$ cat src/rtl/fifo_rd_stream.sv
// Pops a synchronous FIFO with one-cycle read latency and presents the words as a valid/ready stream.
// A 2-entry skid buffer absorbs the pop-to-data latency so the stream sustains one word per cycle.
//
// state | meaning
// ------+------------------------------------------------------------
// INIT  | startup lockout after reset, no pops while the FIFO recovers
// RUN   | normal streaming
// FLUSH | one-cycle hold after flush, FIFO flush still settling
module fifo_rd_stream #(
    parameter int DATA_WIDTH     = 32,
    parameter int STARTUP_CYCLES = 16
) (
    input  logic                  clk_i,
    input  logic                  rst_ni,
    input  logic                  flush_i,
    input  logic                  fifo_empty_i,
    input  logic [DATA_WIDTH-1:0] fifo_data_i,
    output logic                  fifo_pop_o,
    output logic                  valid_o,
    input  logic                  ready_i,
    output logic [DATA_WIDTH-1:0] data_o,
    output logic [1:0]            count_o,
    output logic                  init_done_o
);

    typedef enum logic [1:0] {
        ST_INIT  = 2'd0,
        ST_RUN   = 2'd1,
        ST_FLUSH = 2'd2
    } state_t;

    localparam logic [7:0] INIT_LAST = 8'(STARTUP_CYCLES - 1);

    state_t                state_q;
    state_t                state_d;
    logic [7:0]            init_cnt_q;
    logic [1:0]            occ_q;
    logic                  inflight_q;
    logic [DATA_WIDTH-1:0] buf0_q;
    logic [DATA_WIDTH-1:0] buf1_q;

    logic                  flush_act;
    logic                  deq;
    logic                  capture;
    logic [1:0]            pending;

    // flush has no effect during the startup lockout
    assign flush_act = flush_i && (state_q != ST_INIT);
    assign deq       = valid_o && ready_i;
    assign capture   = inflight_q && !flush_act;
    assign pending   = occ_q + {1'b0, inflight_q};

    assign valid_o     = (occ_q != 2'd0);
    assign data_o      = buf0_q;
    assign count_o     = occ_q;
    assign init_done_o = (state_q != ST_INIT);

    always_comb begin
        state_d    = state_q;
        fifo_pop_o = 1'b0;
        case (state_q)
            ST_INIT: begin
                if (init_cnt_q == INIT_LAST) state_d = ST_RUN;
            end
            ST_RUN: begin
                if (flush_i) begin
                    state_d = ST_FLUSH;
                end else if (!fifo_empty_i) begin
                    // a pop is only safe if its word has a slot when it lands
                    fifo_pop_o = (pending < 2'd2) || ((pending == 2'd2) && deq);
                end
            end
            ST_FLUSH: begin
                if (!flush_i) state_d = ST_RUN;
            end
            default: state_d = ST_INIT;
        endcase
    end

    always_ff @(posedge clk_i or negedge rst_ni) begin
        if (!rst_ni) begin
            state_q    <= ST_INIT;
            init_cnt_q <= 8'd0;
            inflight_q <= 1'b0;
        end else begin
            state_q    <= state_d;
            inflight_q <= fifo_pop_o;
            if (state_q == ST_INIT) init_cnt_q <= init_cnt_q + 8'd1;
        end
    end

    always_ff @(posedge clk_i or negedge rst_ni) begin
        if (!rst_ni) begin
            occ_q  <= 2'd0;
            buf0_q <= '0;
            buf1_q <= '0;
        end else if (flush_act) begin
            occ_q <= 2'd0;
        end else begin
            occ_q <= occ_q + {1'b0, capture} - {1'b0, deq};
            case (occ_q)
                2'd0: begin
                    if (capture) buf0_q <= fifo_data_i;
                end
                2'd1: begin
                    if (capture && deq)  buf0_q <= fifo_data_i;
                    else if (capture)    buf1_q <= fifo_data_i;
                end
                2'd2: begin
                    if (deq)     buf0_q <= buf1_q;
                    if (capture) buf1_q <= fifo_data_i;
                end
                default: ;
            endcase
        end
    end

endmodule

$ cat config.mk
export PLATFORM = sky130hd
export DESIGN_NAME = fifo_rd_stream
export DESIGN_NICKNAME = d
export VERILOG_FILES = /design/src/rtl/fifo_rd_stream.sv
export SDC_FILE = /design/constraint.sdc
export NUM_CORES = 1
export LEC_CHECK = 0
export CORE_ASPECT_RATIO = 1.1
export CORE_UTILIZATION = 38
export CTS_CLUSTER_SIZE = 10
export DETAILED_ROUTE_END_ITERATION = 10
export HOLD_SLACK_MARGIN = 0.1
export PLACE_DENSITY = 0.58
export SYNTH_ARGS = -nofsm -noshare
export SYNTH_HDL_FRONTEND = slang
export SYNTH_SLANG_ARGS = --single-unit
$ cat constraint.sdc
create_clock -name clk_i -period 3.7 [get_ports clk_i]
set_input_delay 0.37 -clock clk_i [delete_from_list [all_inputs] [get_ports clk_i]]
set_output_delay 0.37 -clock clk_i [all_outputs]
set_load 0.01 [all_outputs]
# Word-level counts from Yosys, hierarchy flattened
# Index checks and enable logic that the tools add are counted.
dict set report word_totals {
  regBits 77
  output_inout_bits 37
}
dict set report classes {
  muxes 15
  order_cmp 1
  n_eq_ne 13
  n_bitwise 1
  n_reduce_logical 16
  n_addsub 4
}
# cell count
set op_table {}
lappend op_table {{32-bit 2-to-1 mux} 5}
lappend op_table {{32-bit case mux with 3 select lines} 1}
lappend op_table {{32-bit case mux with 2 select lines} 1}
lappend op_table {{2-bit inequality test, second input constant} 7}
lappend op_table {{8-bit by 1-bit adder with 8-bit output, second input constant} 1}
lappend op_table {{8-bit by 4-bit equality test with 1-bit output, second input constant} 1}
lappend op_table {{2-bit 2-to-1 mux} 4}
lappend op_table {{2-bit equality test, second input constant} 3}
lappend op_table {{2-bit case mux with 3 select lines} 1}
lappend op_table {{3-bit AND reduction} 2}
lappend op_table {{2-bit nonzero test} 3}
lappend op_table {{1-bit logical AND} 5}
lappend op_table {{5-bit AND reduction} 1}
lappend op_table {{2-bit by 1-bit adder with 2-bit output} 2}
lappend op_table {{2-bit by 1-bit equality test with 1-bit output, second input constant} 2}
lappend op_table {{2-bit zero test} 2}
lappend op_table {{1-bit 2-to-1 mux} 3}
lappend op_table {{3-bit nonzero test} 1}
lappend op_table {{2-bit less-than comparator, second input constant} 1}
lappend op_table {{2-bit by 1-bit subtractor with 2-bit output} 1}
lappend op_table {{1-bit zero test} 1}
lappend op_table {{1-bit logical OR} 1}
lappend op_table {{1-bit NOT} 1}

# Longest topological paths before layout
# Gate-level depths: netlist (run 1).
dict set report depth {
  ltp_word 7
  depth_mapped 10
  mapped_depth_nobuf 9
}

# Worst setup path before layout (run 1)
# No wires, ideal clock.
dict set report synth_timing {
  kind {reg2reg}
  from {reg occ_q[1] (netlist: count_o[1])}
  to {reg occ_q[1] (netlist: count_o[1])}
  slack_ns 1.848
  t_required_ns 3.577
  setup_time_ns 0.123
  arrival_time_ns 1.729
  path_stages_with_launch 11
  path_buffers 1
  cell_sequence {dfrtp_1 > buf_4 > nor2_1 > inv_1 > and2_1 > ha_1 > inv_1 > ha_1 > xor2_1 > xnor2_1 > a21oi_1}
}
dict set report synth_between {
  elab_chain_cells 4
}
# item line_no
set synth_rtl {}
lappend synth_rtl {{start: declaration} 37} ;# logic [1:0] occ_q;
lappend synth_rtl {{start signal: assignment} 100} ;# occ_q <= occ_q + {1'b0, capture} - {1'b0, deq};
lappend synth_rtl {{2-bit nonzero test} 53} ;# assign valid_o = (occ_q != 2'd0);
lappend synth_rtl {{net valid_o} 19} ;# output logic valid_o,
lappend synth_rtl {{1-bit logical AND} 49} ;# assign deq = valid_o && ready_i;
lappend synth_rtl {{2-bit by 1-bit subtractor with 2-bit output} 100}
lappend synth_rtl {{2-bit 2-to-1 mux} 97} ;# end else if (flush_act) begin
# The timed path passes the listed nets, and every way through them passes these cells.
# A chain may end at the register's enable or synchronous reset.

# Worst setup path after layout (run 1)
dict set report layout_timing {
  from {reg occ_q[0] (netlist: count_o[0])}
  to {out fifo_pop_o}
}
dict set report layout_between {
  elab_chain_cells 7
}
# item line_no
set layout_rtl {}
lappend layout_rtl {{2-bit by 1-bit adder with 2-bit output or 2-bit nonzero test (tied branches)} {51, 53}}
lappend layout_rtl {{2-bit equality test or 1-bit logical AND (tied branches)} {70, 49}}
lappend layout_rtl {{1-bit logical AND} 70} ;# fifo_pop_o = (pending < 2'd2) || ((pending == 2'd2) && deq);
lappend layout_rtl {{1-bit logical OR *} 70}
lappend layout_rtl {{1-bit 2-to-1 mux *} 68} ;# end else if (!fifo_empty_i) begin
lappend layout_rtl {{1-bit 2-to-1 mux *} 66} ;# if (flush_i) begin
lappend layout_rtl {{1-bit 2-to-1 mux *} 61} ;# case (state_q)
lappend layout_rtl {{end: declaration} 18} ;# output logic fifo_pop_o,
# Mark *: on every way between the ends. The rest lies on a longest branch, timed or not.

==> impl_metrics.csv, run 1 <==
group,metric,value,unit
worst_setup_path,arrival,2090,ps
job,drv_cap,0,
clock_tree,htreeDepth,3,
placed_design,io_buffers,73,
worst_setup_path,cp_num_buf_inv,1,
power,switchingPower,0.001270,W
clock_tree,ctsHoldBuffers,0,
yosys,yosysSeqAreaShare,53.75,%
min_path,hp-class,"primary input to async pin",
drt,antenna_left,0,
drt,drt-initial-drc-count,93,
drt,met2_length,3256,microns
timing,tns,0,ps
clock_tree,cts_buffers,9,
clock_tree,clk_latency,340,ps
die,io_pins,74,
drt,wl_met1,3555,microns
drt,via_per_inst,5.073,
timing,grt_setup_unrepaired,"no",
yosys,synth_top_area_share,53.75,%
worst_setup_path,slowest_delay,560,ps
yosys,yosys_warnings,0,
yosys,synth_edf_count,0,
yosys,async_flop_share,100.0,%
clock_tree,post-cts-setup-buffer-count,0,
drt,met3WireLength,324,microns
die,row_count,36,
yosys,synthTopCellsByArea,"dfrtp_1 (54%), mux2_4 (13%), mux2i_1 (8.7%)",
outcome,status,"finished clean",
timing,fin_crit_sh,66.38,%
global_route,grt-ovfl-total,0,
worst_setup_path,crit_path_top_delay_cell,"clkdlybuf4s50_1",
timing,finalCriticalPeriod,2456,ps
worst_setup_path,critPathLaunchType,"register",
layout,areaGrowthSynthToFinish,27.68,%
layout,stdcell_count,466,
yosys,synth_xor_area_share,2.688,%
yosys,yosysUniqueCellTypes,34,
global_route,grt_pass1_wl,12160,microns
placed_design,place_congestion,0.7001,
worst_setup_path,required,3330,ps
yosys,synth_compound_area_share,11.24,%
die,die-width,94.61,microns
drt,topRoutingLayerUsed,"met4",
drt,drc,0,
worst_setup_path,cp-end-kind,"output pin",
layout,nets,388,
clock_tree,cts_tree,"built",
yosys,synth-simple-area-share,3.839,%
placed_design,dpl.cell_count,450,
power,p_seq_share,40.1,%
global_route,grt_usage,16.04,%
power,vdd_ir_drop_max,0.3734,mV
timing,slew_headroom,35.65,%
power,p_clk_share,15.5,%
yosys,avgSynthCellArea,12.99,sq um
power,internal-power,0.002419,W
clock_tree,path_clk_slew,80,ps
timing,worst_pin_slew,965.2,ps
global_route,grt_antenna_before_repair,0,
worst_setup_path,worstPathMaxFanout,7,
yosys,syn-num-nets,317,
die,initial_utilization,39.79,%
yosys,ys_ff_latch,77,
timing,fmax,0.4072,GHz
clock_tree,clock_path_buffers,2,
yosys,synth_top_flop_cell,"dfrtp_1",
yosys,synth_top_family_by_area,"multiplexers",
clock_tree,cts_sinks,77,
layout,final_cell_mix,"dfrtp_1 (77), clkdlybuf4s50_1 (72), a21oi_1 (33)",
layout,drive_gt1_share,16.76,%
timing,skew,12.07,ps
timing,drv_slew,0,
worst_setup_path,path_cells,"ha_1 -> nor2b_1 -> o21ai_0 -> a21oi_1 -> clkdlybuf4s50_1",
clock_tree,cts_resized,0,
drt,vias,2364,
layout,n_fill_cell,845,
yosys,synthCells,276,
die,die_y,103.9,microns
power,swShare,34.44,%
global_route,grt_max_degree,78,
die,fp.dieArea,9826,sq um
drt,dr.pass1.iters,4,
timing,setup_viol,0,
die,core_area,9009,sq um
drt,wl_per_cell,15.51,microns
yosys,synth.area.mux_share,22.79,%
yosys,yosys.area_share.adder,1.396,%
yosys,yosysTopAreaCell,"dfrtp_1",
worst_setup_path,worstSetupPathType,"register to output pin",
power,comb_power_share,44.4,%
yosys,syn_area,3585,sq um
power,p_per_area,806.1,nW/um^2
global_route,grt_pass1_vias,2366,
placed_design,post-dp-hpwl,4604,microns
drt,totalWireLength,7227,microns
timing,hold_viol_final,0,
worst_setup_path,cp_top_family,"buffers and inverters",
layout,layout.cells.most_common,"dfrtp_1",
layout,num_antenna_cells,0,
clock_tree,cts_root_buffer,"clkbuf_8",
power,p_leak,2.038,nW
power groups by stage:
stage | Combinational [W] | Sequential, W | Clock, W
global route | 0.00180 | 0.00154 | 0.000633
floorplan | 0.000972 | 0.00152 | 0
detailed placement | 0.00166 | 0.00149 | 0
CTS | 0.00166 | 0.00148 | 0.000592
global placement | 0.00164 | 0.00149 | 0
finish | 0.00164 | 0.00148 | 0.000574
cells by family after synthesis:
kind of cell             count (synthesis)
buffers and inverters                   24
multiplexers                            66
AND/OR/NAND/NOR                         25
flip-flops                              77
XOR/XNOR                                11
AO/OA/AOI/OAI                           69
adder cells (fa/ha/maj)                  4
flip-flops by register name, indices dropped and copies added, names as in the netlist:
name	count
init_cnt_q	8
inflight_q	1
count_o	2
state_q	2
data_o	32
buf1_q	32
metal layers:
metal	global-route usage, %	vias to the layer above
met4	7.143	0
met1	22.96	1140
met5	0	-
met3	2.851	9
met2	23.54	61
li1	-	1154
worst reg2reg max path, delay by kind of cell (launching register included):
family / cells / cell delay, ps
simple gates: 1 / 770
flops: 1 / 490
mux: 1 / 350
buf+inv: 1 / 270
compound gates: 1 / 120
final cells by class:
class	count	area (sq um)	area share, %
Sequential cell	77	1927	42.10
Multi-Input combinational cell	175	1530	33.43
Timing Repair Buffer	81	788.3	17.22
Tap cell	114	142.6	3.116
Clock buffer	11	141.4	3.089
Clock inverter	5	36.28	0.7928
Inverter	3	11.26	0.2460
Yosys cell counts (2+ instances only):
library cell   n
a21oi_1       33
a31oi_1       31
and2_1         2
buf_2          6
buf_4          2
buf_8          3
clkbuf_1       6
clkbuf_4       2
dfrtp_1       77
ha_1           4
inv_1          3
mux2_1         4
mux2_4        30
mux2i_1       31
nand2_1        7
nand4_1        3
nor2_1         3
nor2b_1        4
xnor2_1        8
xor2_1         3
path summary, 6_finish.rpt:
| kind | to | start | slack (ps) | cells past startpoint |
|---|---|---|---|---|
| worst max-delay path | fifo_pop_o | count_o[0]$_DFF_PN0_ | 1240 | 5 |
| worst min-delay path | buf1_q[3]$_DFFE_PN0P_ | rst_ni | 160 | 1 |
| worst max register to register | buf1_q[26]$_DFFE_PN0P_ | count_o[1]$_DFF_PN0_ | 1600 | 4 |
| worst min register to register | init_cnt_q[7]$_DFFE_PN0P_ | init_cnt_q[7]$_DFFE_PN0P_ | 470 | 1 |
| max in group asynchronous | init_cnt_q[6]$_DFFE_PN0P_ | rst_ni | 2900 | 1 |
| min in group clk_i | init_cnt_q[7]$_DFFE_PN0P_ | init_cnt_q[7]$_DFFE_PN0P_ | 470 | 1 |
through the flow:
step / instance area [sq um] / total power, W / setup slack (ps) / hold slack, ps / util [%]
global route: 4577 / 0.003967 / 1087 / 240.6 / 50.81
finish: 4577 / 0.003689 / 1244 / 163.9 / 50.81
global placement: 4399 / 0.003125 / 1302 / 461.5 / 48.83
detailed placement: 4399 / 0.003149 / 1274 / 463.0 / 48.83
CTS: 4577 / 0.003735 / 1187 / 218.8 / 50.81
floorplan: 3585 / 0.002487 / 1848 / 74.41 / -
Power figures use the tool's default switching activity.
==> run 2, diff against run 1 <==
==> constraint.sdc (replaced) <==
create_clock -name clk_i -period 2.45 [get_ports clk_i]
set_input_delay 0.245 -clock clk_i [delete_from_list [all_inputs] [get_ports clk_i]]
set_output_delay 0.245 -clock clk_i [all_outputs]
set_load 0.01 [all_outputs]
==> run 2 against run 1 <==
  * Die area did not move
  * Hold slack gained 240 ps
  * Clock skew about the same
  * Register-to-register slack got worse by 1000 ps
  * Final cell count grew 0.21%
  * Wire length up 1.1%
  * Combinational power up 53%
  * First-iteration DRC count is 2.2% higher
  * Worst setup slack got worse by 1100 ps
  * Clock power grew 57%
  * Power grew 53%
  * Flip-flop and latch count stayed put
  * Critical endpoint unchanged
  * Largest power group unchanged
==> impl_metrics.csv, run 2 (synthesis results as in run 1) <==
group,metric,value,unit
die,core_area,9009,sq um
drt,dr.pass1.iters,4,
timing,tns,0,ps
drt,wl_per_cell,15.64,microns
worst_setup_path,path_cells,"ha_1 -> nor2b_1 -> o21ai_0 -> a21oi_1 -> clkdlybuf4s50_1",
global_route,grt_antenna_before_repair,0,
layout,final_cell_mix,"dfrtp_1 (76), clkdlybuf4s50_1 (72), a21oi_1 (33)",
clock_tree,path_clk_slew,80,ps
worst_setup_path,critPathLaunchType,"register",
clock_tree,cts_sinks,77,
power,p_per_area,1217,nW/um^2
timing,setup_viol,0,
timing,slew_headroom,56.81,%
placed_design,post-dp-hpwl,4591,microns
clock_tree,htreeDepth,3,
timing,finalCriticalPeriod,2307,ps
global_route,grt_usage,15.96,%
layout,stdcell_count,467,
global_route,grt_pass1_vias,2412,
layout,drive_gt1_share,17.00,%
timing,drv_slew,0,
timing,worst_pin_slew,647.8,ps
timing,hold_viol_final,0,
worst_setup_path,worstSetupPathType,"register to output pin",
placed_design,place_congestion,0.7020,
worst_setup_path,cp_num_buf_inv,1,
clock_tree,clock_path_buffers,2,
timing,fin_crit_sh,94.18,%
worst_setup_path,crit_path_top_delay_cell,"clkdlybuf4s50_1",
global_route,grt_pass1_wl,12160,microns
timing,skew,11.67,ps
worst_setup_path,arrival,2060,ps
layout,layout.cells.most_common,"dfrtp_1",
clock_tree,post-cts-setup-buffer-count,0,
drt,vias,2406,
worst_setup_path,slowest_delay,560,ps
global_route,grt-ovfl-total,0,
drt,drt-initial-drc-count,95,
timing,grt_setup_unrepaired,"no",
layout,nets,389,
clock_tree,cts_tree,"built",
die,io_pins,74,
die,fp.dieArea,9826,sq um
job,drv_cap,0,
drt,antenna_left,0,
clock_tree,cts_buffers,9,
die,row_count,36,
outcome,status,"finished clean",
worst_setup_path,cp-end-kind,"output pin",
die,die_y,103.9,microns
worst_setup_path,worstPathMaxFanout,7,
die,initial_utilization,39.79,%
layout,areaGrowthSynthToFinish,29.25,%
worst_setup_path,required,2200,ps
drt,totalWireLength,7304,microns
power,vdd_ir_drop_max,0.6662,mV
global_route,grt_max_degree,65,
power,p_leak,2.066,nW
clock_tree,clk_latency,340,ps
placed_design,io_buffers,73,
worst_setup_path,cp_top_family,"buffers and inverters",
die,die-width,94.61,microns
clock_tree,cts_root_buffer,"clkbuf_8",
timing,fmax,0.4334,GHz
layout,num_antenna_cells,0,
min_path,hp-class,"primary input to async pin",
placed_design,dpl.cell_count,450,
drt,via_per_inst,5.152,
drt,drc,0,
## run 2: cell type report
type	count	area, sq um
Timing Repair Buffer	82	835.8
Inverter	3	11.26
Fill cell	817	4375
Multi-Input combinational cell	175	1530
Sequential cell	77	1928
Clock inverter	4	30.03
Clock buffer	12	155.1
Tap cell	114	142.6
## run 2: final timing paths
kind                                                 from  cells past startpoint  slack (ps)                         to
worst min register to register  init_cnt_q[7]$_DFFE_PN0P_                      1         490  init_cnt_q[7]$_DFFE_PN0P_
worst min-delay path                               rst_ni                      2         400      buf1_q[3]$_DFFE_PN0P_
worst max register to register       count_o[1]$_DFF_PN0_                      9         570       count_o[1]$_DFF_PN0_
max in group asynchronous                          rst_ni                      3        1440     data_o[24]$_DFFE_PN0P_
min in group clk_i              init_cnt_q[7]$_DFFE_PN0P_                      1         490  init_cnt_q[7]$_DFFE_PN0P_
worst max-delay path                 count_o[0]$_DFF_PN0_                      5         140                 fifo_pop_o
## run 2: where the power goes
group	total [W]	internal [W]	switching, W
sequential	0.00223	0.00184	0.000386
clock	0.000902	0.000430	0.000473
combinational	0.00251	0.00143	0.00108
## run 2: layer usage
metal	vias to the layer above	GRT usage (%)	share of wire, %
met1	1190	22.75	49
met3	11	2.851	4.1
met5	-	0	0
li1	1149	-	-
met2	56	23.59	45
met4	0	6.926	1.8
## run 2: what timing repair did
item | in CTS | in global routing
endpoints found under the hold margin | 37 | 0
hold buffers | 1 | 0
resized for setup | 0 | 1
endpoints found under the setup margin | 0 | 1
## run 2: stage by stage
stage | instance area, sq um | power [W] | hold WS, ps | setup WS (ps) | utilization [%]
6_report | 4633 | 0.005637 | 400.7 | 142.7 | 51.43
5_1_grt | 4633 | 0.006040 | 439.2 | 11.53 | 51.43
3_5_place_dp | 4437 | 0.004774 | 252.0 | 303.0 | 49.25
3_3_place_gp | 4437 | 0.004728 | 253.5 | 311.5 | 49.25
4_1_cts | 4632 | 0.005706 | 402.1 | 71.35 | 51.42
2_1_floorplan | 3585 | 0.003756 | -50.59 | 598.2 | -
## run 2: worst reg2reg max path: stages, from the launching register on
cell and delay, ps:
dfrtp_1 470, nor2_1 190, inv_1 70, and2_1 160
ha_1 280, inv_1 60, ha_1 140, xor2_1 190
xnor2_1 150, a21oi_1 60
==> run 3, diff against run 2 <==
--- a/config.mk
+++ b/config.mk
@@ -6,10 +6,12 @@
 export NUM_CORES = 1
 export LEC_CHECK = 0
 export CORE_ASPECT_RATIO = 1.1
+export CORE_MARGIN = 4
 export CORE_UTILIZATION = 38
 export CTS_CLUSTER_SIZE = 10
 export DETAILED_ROUTE_END_ITERATION = 10
 export HOLD_SLACK_MARGIN = 0.1
+export MAX_ROUTING_LAYER = met4
 export PLACE_DENSITY = 0.58
 export SYNTH_ARGS = -nofsm -noshare
 export SYNTH_HDL_FRONTEND = slang
==> constraint.sdc (replaced) <==
create_clock -name clk_i -period 2.45 [get_ports clk_i]
set_input_delay 0.245 -clock clk_i [delete_from_list [all_inputs] [get_ports clk_i]]
set_output_delay 0.245 -clock clk_i [all_outputs]
set_load 0.05 [all_outputs]
==> run 3 against run 2 <==
  * Core utilization increased by 0.13 points
  * Wire length about the same
  * Critical endpoint is now init_done_o
  * Largest cell class unchanged
  * Via count decreased by 1.6%
  * Final area increased by 0.76%
  * Largest power group unchanged
  * Highest routed layer unchanged
  * Flip-flop and latch count unchanged
  * Combinational power increased by 37%
  * Final cell count unchanged
==> impl_metrics.csv, run 3 (synthesis results as in run 1) <==
group,metric,value,unit
die,initial_utilization,39.59,%
worst_setup_path,crit_path_top_delay_cell,"clkdlybuf4s50_1",
timing,worst_pin_slew,642.3,ps
placed_design,io_buffers,73,
clock_tree,cts_sinks,77,
layout,drive_gt1_share,17.28,%
worst_setup_path,cp_top_family,"buffers and inverters",
worst_setup_path,slowest_delay,720,ps
layout,layout.cells.most_common,"dfrtp_1",
layout,stdcell_area,4668,sq um
worst_setup_path,r2r_end,"count_o[1]$_DFF_PN0_",
worst_setup_path,cp-end-kind,"output pin",
layout,num_antenna_cells,0,
timing,setup_viol,0,
timing,tns,0,ps
drt,vias,2368,
timing,grt_setup_unrepaired,"no",
global_route,grt_usage,14.41,%
drt,drt-initial-drc-count,65,
worst_setup_path,worstSetupPathType,"register to output pin",
die,io_pins,74,
outcome,status,"finished clean",
drt,totalWireLength,7302,microns
timing,finalCriticalPeriod,2266,ps
power,p_per_area,1443,nW/um^2
clock_tree,path_clk_slew,80,ps
global_route,grt_pass1_vias,2389,
layout,final_cell_mix,"dfrtp_1 (77), clkdlybuf4s50_1 (71), a21oi_1 (33)",
clock_tree,cts_tree,"built",
die,die_y,109.9,microns
min_path,hp-class,"primary input to async pin",
clock_tree,ctsHoldBuffers,1,
timing,drv_slew,0,
drt,via_per_inst,5.071,
layout,fin_util,51.56,%
timing,fmax,0.4413,GHz
placed_design,post-dp-hpwl,4873,microns
layout,n_fill_cell,803,
die,core_area,9054,sq um
global_route,grt_pass1_wl,12140,microns
timing,skew,8.411,ps
clock_tree,clk_latency,340,ps
clock_tree,post-cts-setup-buffer-count,0,
timing,hold_viol_final,0,
global_route,grt-ovfl-total,0,
die,row_count,36,
timing,slew_headroom,57.18,%
worst_setup_path,r2r_start,"count_o[1]$_DFF_PN0_",
drt,dr.pass1.iters,4,
clock_tree,cts_root_buffer,"clkbuf_8",
power,vdd_ir_drop_max,0.8929,mV
worst_setup_path,worst-r2r-cell-count,9,
clock_tree,cts_buffers,9,
clock_tree,htreeDepth,3,
clock_tree,clock_path_buffers,2,
worst_setup_path,arrival,2020,ps
drt,antenna_left,0,
worst_setup_path,reg2reg_slack,570,ps
clock_tree,cts_resized,0,
die,die-width,100.6,microns
power,p_leak,2.085,nW
global_route,grt_antenna_before_repair,0,
placed_design,placed_area,4434,sq um
layout,areaGrowthSynthToFinish,30.23,%
worst_setup_path,worstPathMaxFanout,6,
drt,drc,0,
timing,fin_crit_sh,92.49,%
worst_setup_path,required,2200,ps
worst_setup_path,cp.depth,3,
job,drv_cap,0,
die,fp.dieArea,11050,sq um
placed_design,place_congestion,0.7380,
drt,wl_per_cell,15.64,microns
global_route,grt_max_degree,65,
layout,nets,389,
worst_setup_path,path_cells,"nor2_1 -> inv_1 -> clkdlybuf4s50_1",
worst_setup_path,cp_num_buf_inv,2,
worst_setup_path,critPathLaunchType,"register",
==> run 3: changes by cell type in the layout (fill, tap and decap cells not counted) <==
cell,delta
clkinv_4,+1
inv_6,-2
bufinv_16,+2
clkinv_2,+1
dfrtp_1,+1
clkbuf_1,-1
clkdlybuf4s50_1,-1
dfrtp_2,-1
clkbuf_8,-1
buf_4,+1
==> run 3: worst register-to-register path, delay by kind of cell, from the launching register on <==
kind            cells  cell delay [ps]
compound gates      1               60
xor+xnor            2              330
fa+ha+maj           2              420
buf+inv             2              120
flops               1              490
simple gates        2              340
==> run 3: layout make-up <==
class	count	area (sq um)	share of cell area (%)
tap	114	142.6	3.055
clock buffer	10	137.6	2.948
multi-input combinational	175	1530	32.78
timing repair buffer	82	833.3	17.85
clock inverter	6	86.33	1.849
sequential	77	1927	41.28
inverter	3	11.26	0.2412
==> run 3: stage by stage <==
stage,cells,power (W),setup slack (ps),hold slack [ps]
floorplan,276,0.004684,129.8,-50.59
global placement,450,0.005685,480.4,319.0
detailed placement,450,0.005729,451.7,311.8
CTS,467,0.006823,128.9,480.4
global route,467,0.007145,52.07,509.0
finish,467,0.006736,183.9,481.7
==> run 3: report_power, final <==
| part | internal [W] | switching, W | leakage, nW |
|---|---|---|---|
| clock | 0.000600 | 0.000462 | 0.112 |
| sequential | 0.00184 | 0.000403 | 0.957 |
| combinational | 0.00142 | 0.00201 | 1.02 |
| total | 0.00386 | 0.00287 | 2.08 |
==> run 3: how the worst max path moves through the flow <==
stage / startpoint / end
floorplan: count_o[1]$_DFF_PN0_ / count_o[1]$_DFF_PN0_
global placement: flush_i / fifo_pop_o
detailed placement: flush_i / data_o[25]$_DFFE_PN0P_
CTS: state_q[1]$_DFFE_PN0P_ / init_done_o
global route: state_q[1]$_DFFE_PN0P_ / init_done_o
finish: state_q[1]$_DFFE_PN0P_ / init_done_o
==> run 3: routing by layer <==
layer	track usage, %	vias up	share of wire, %
li1	-	1152	-
met1	20.93	1153	50
met2	19.90	53	44
met3	2.284	10	4.2
met4	6.064	0	1.3
met5	-	-	0
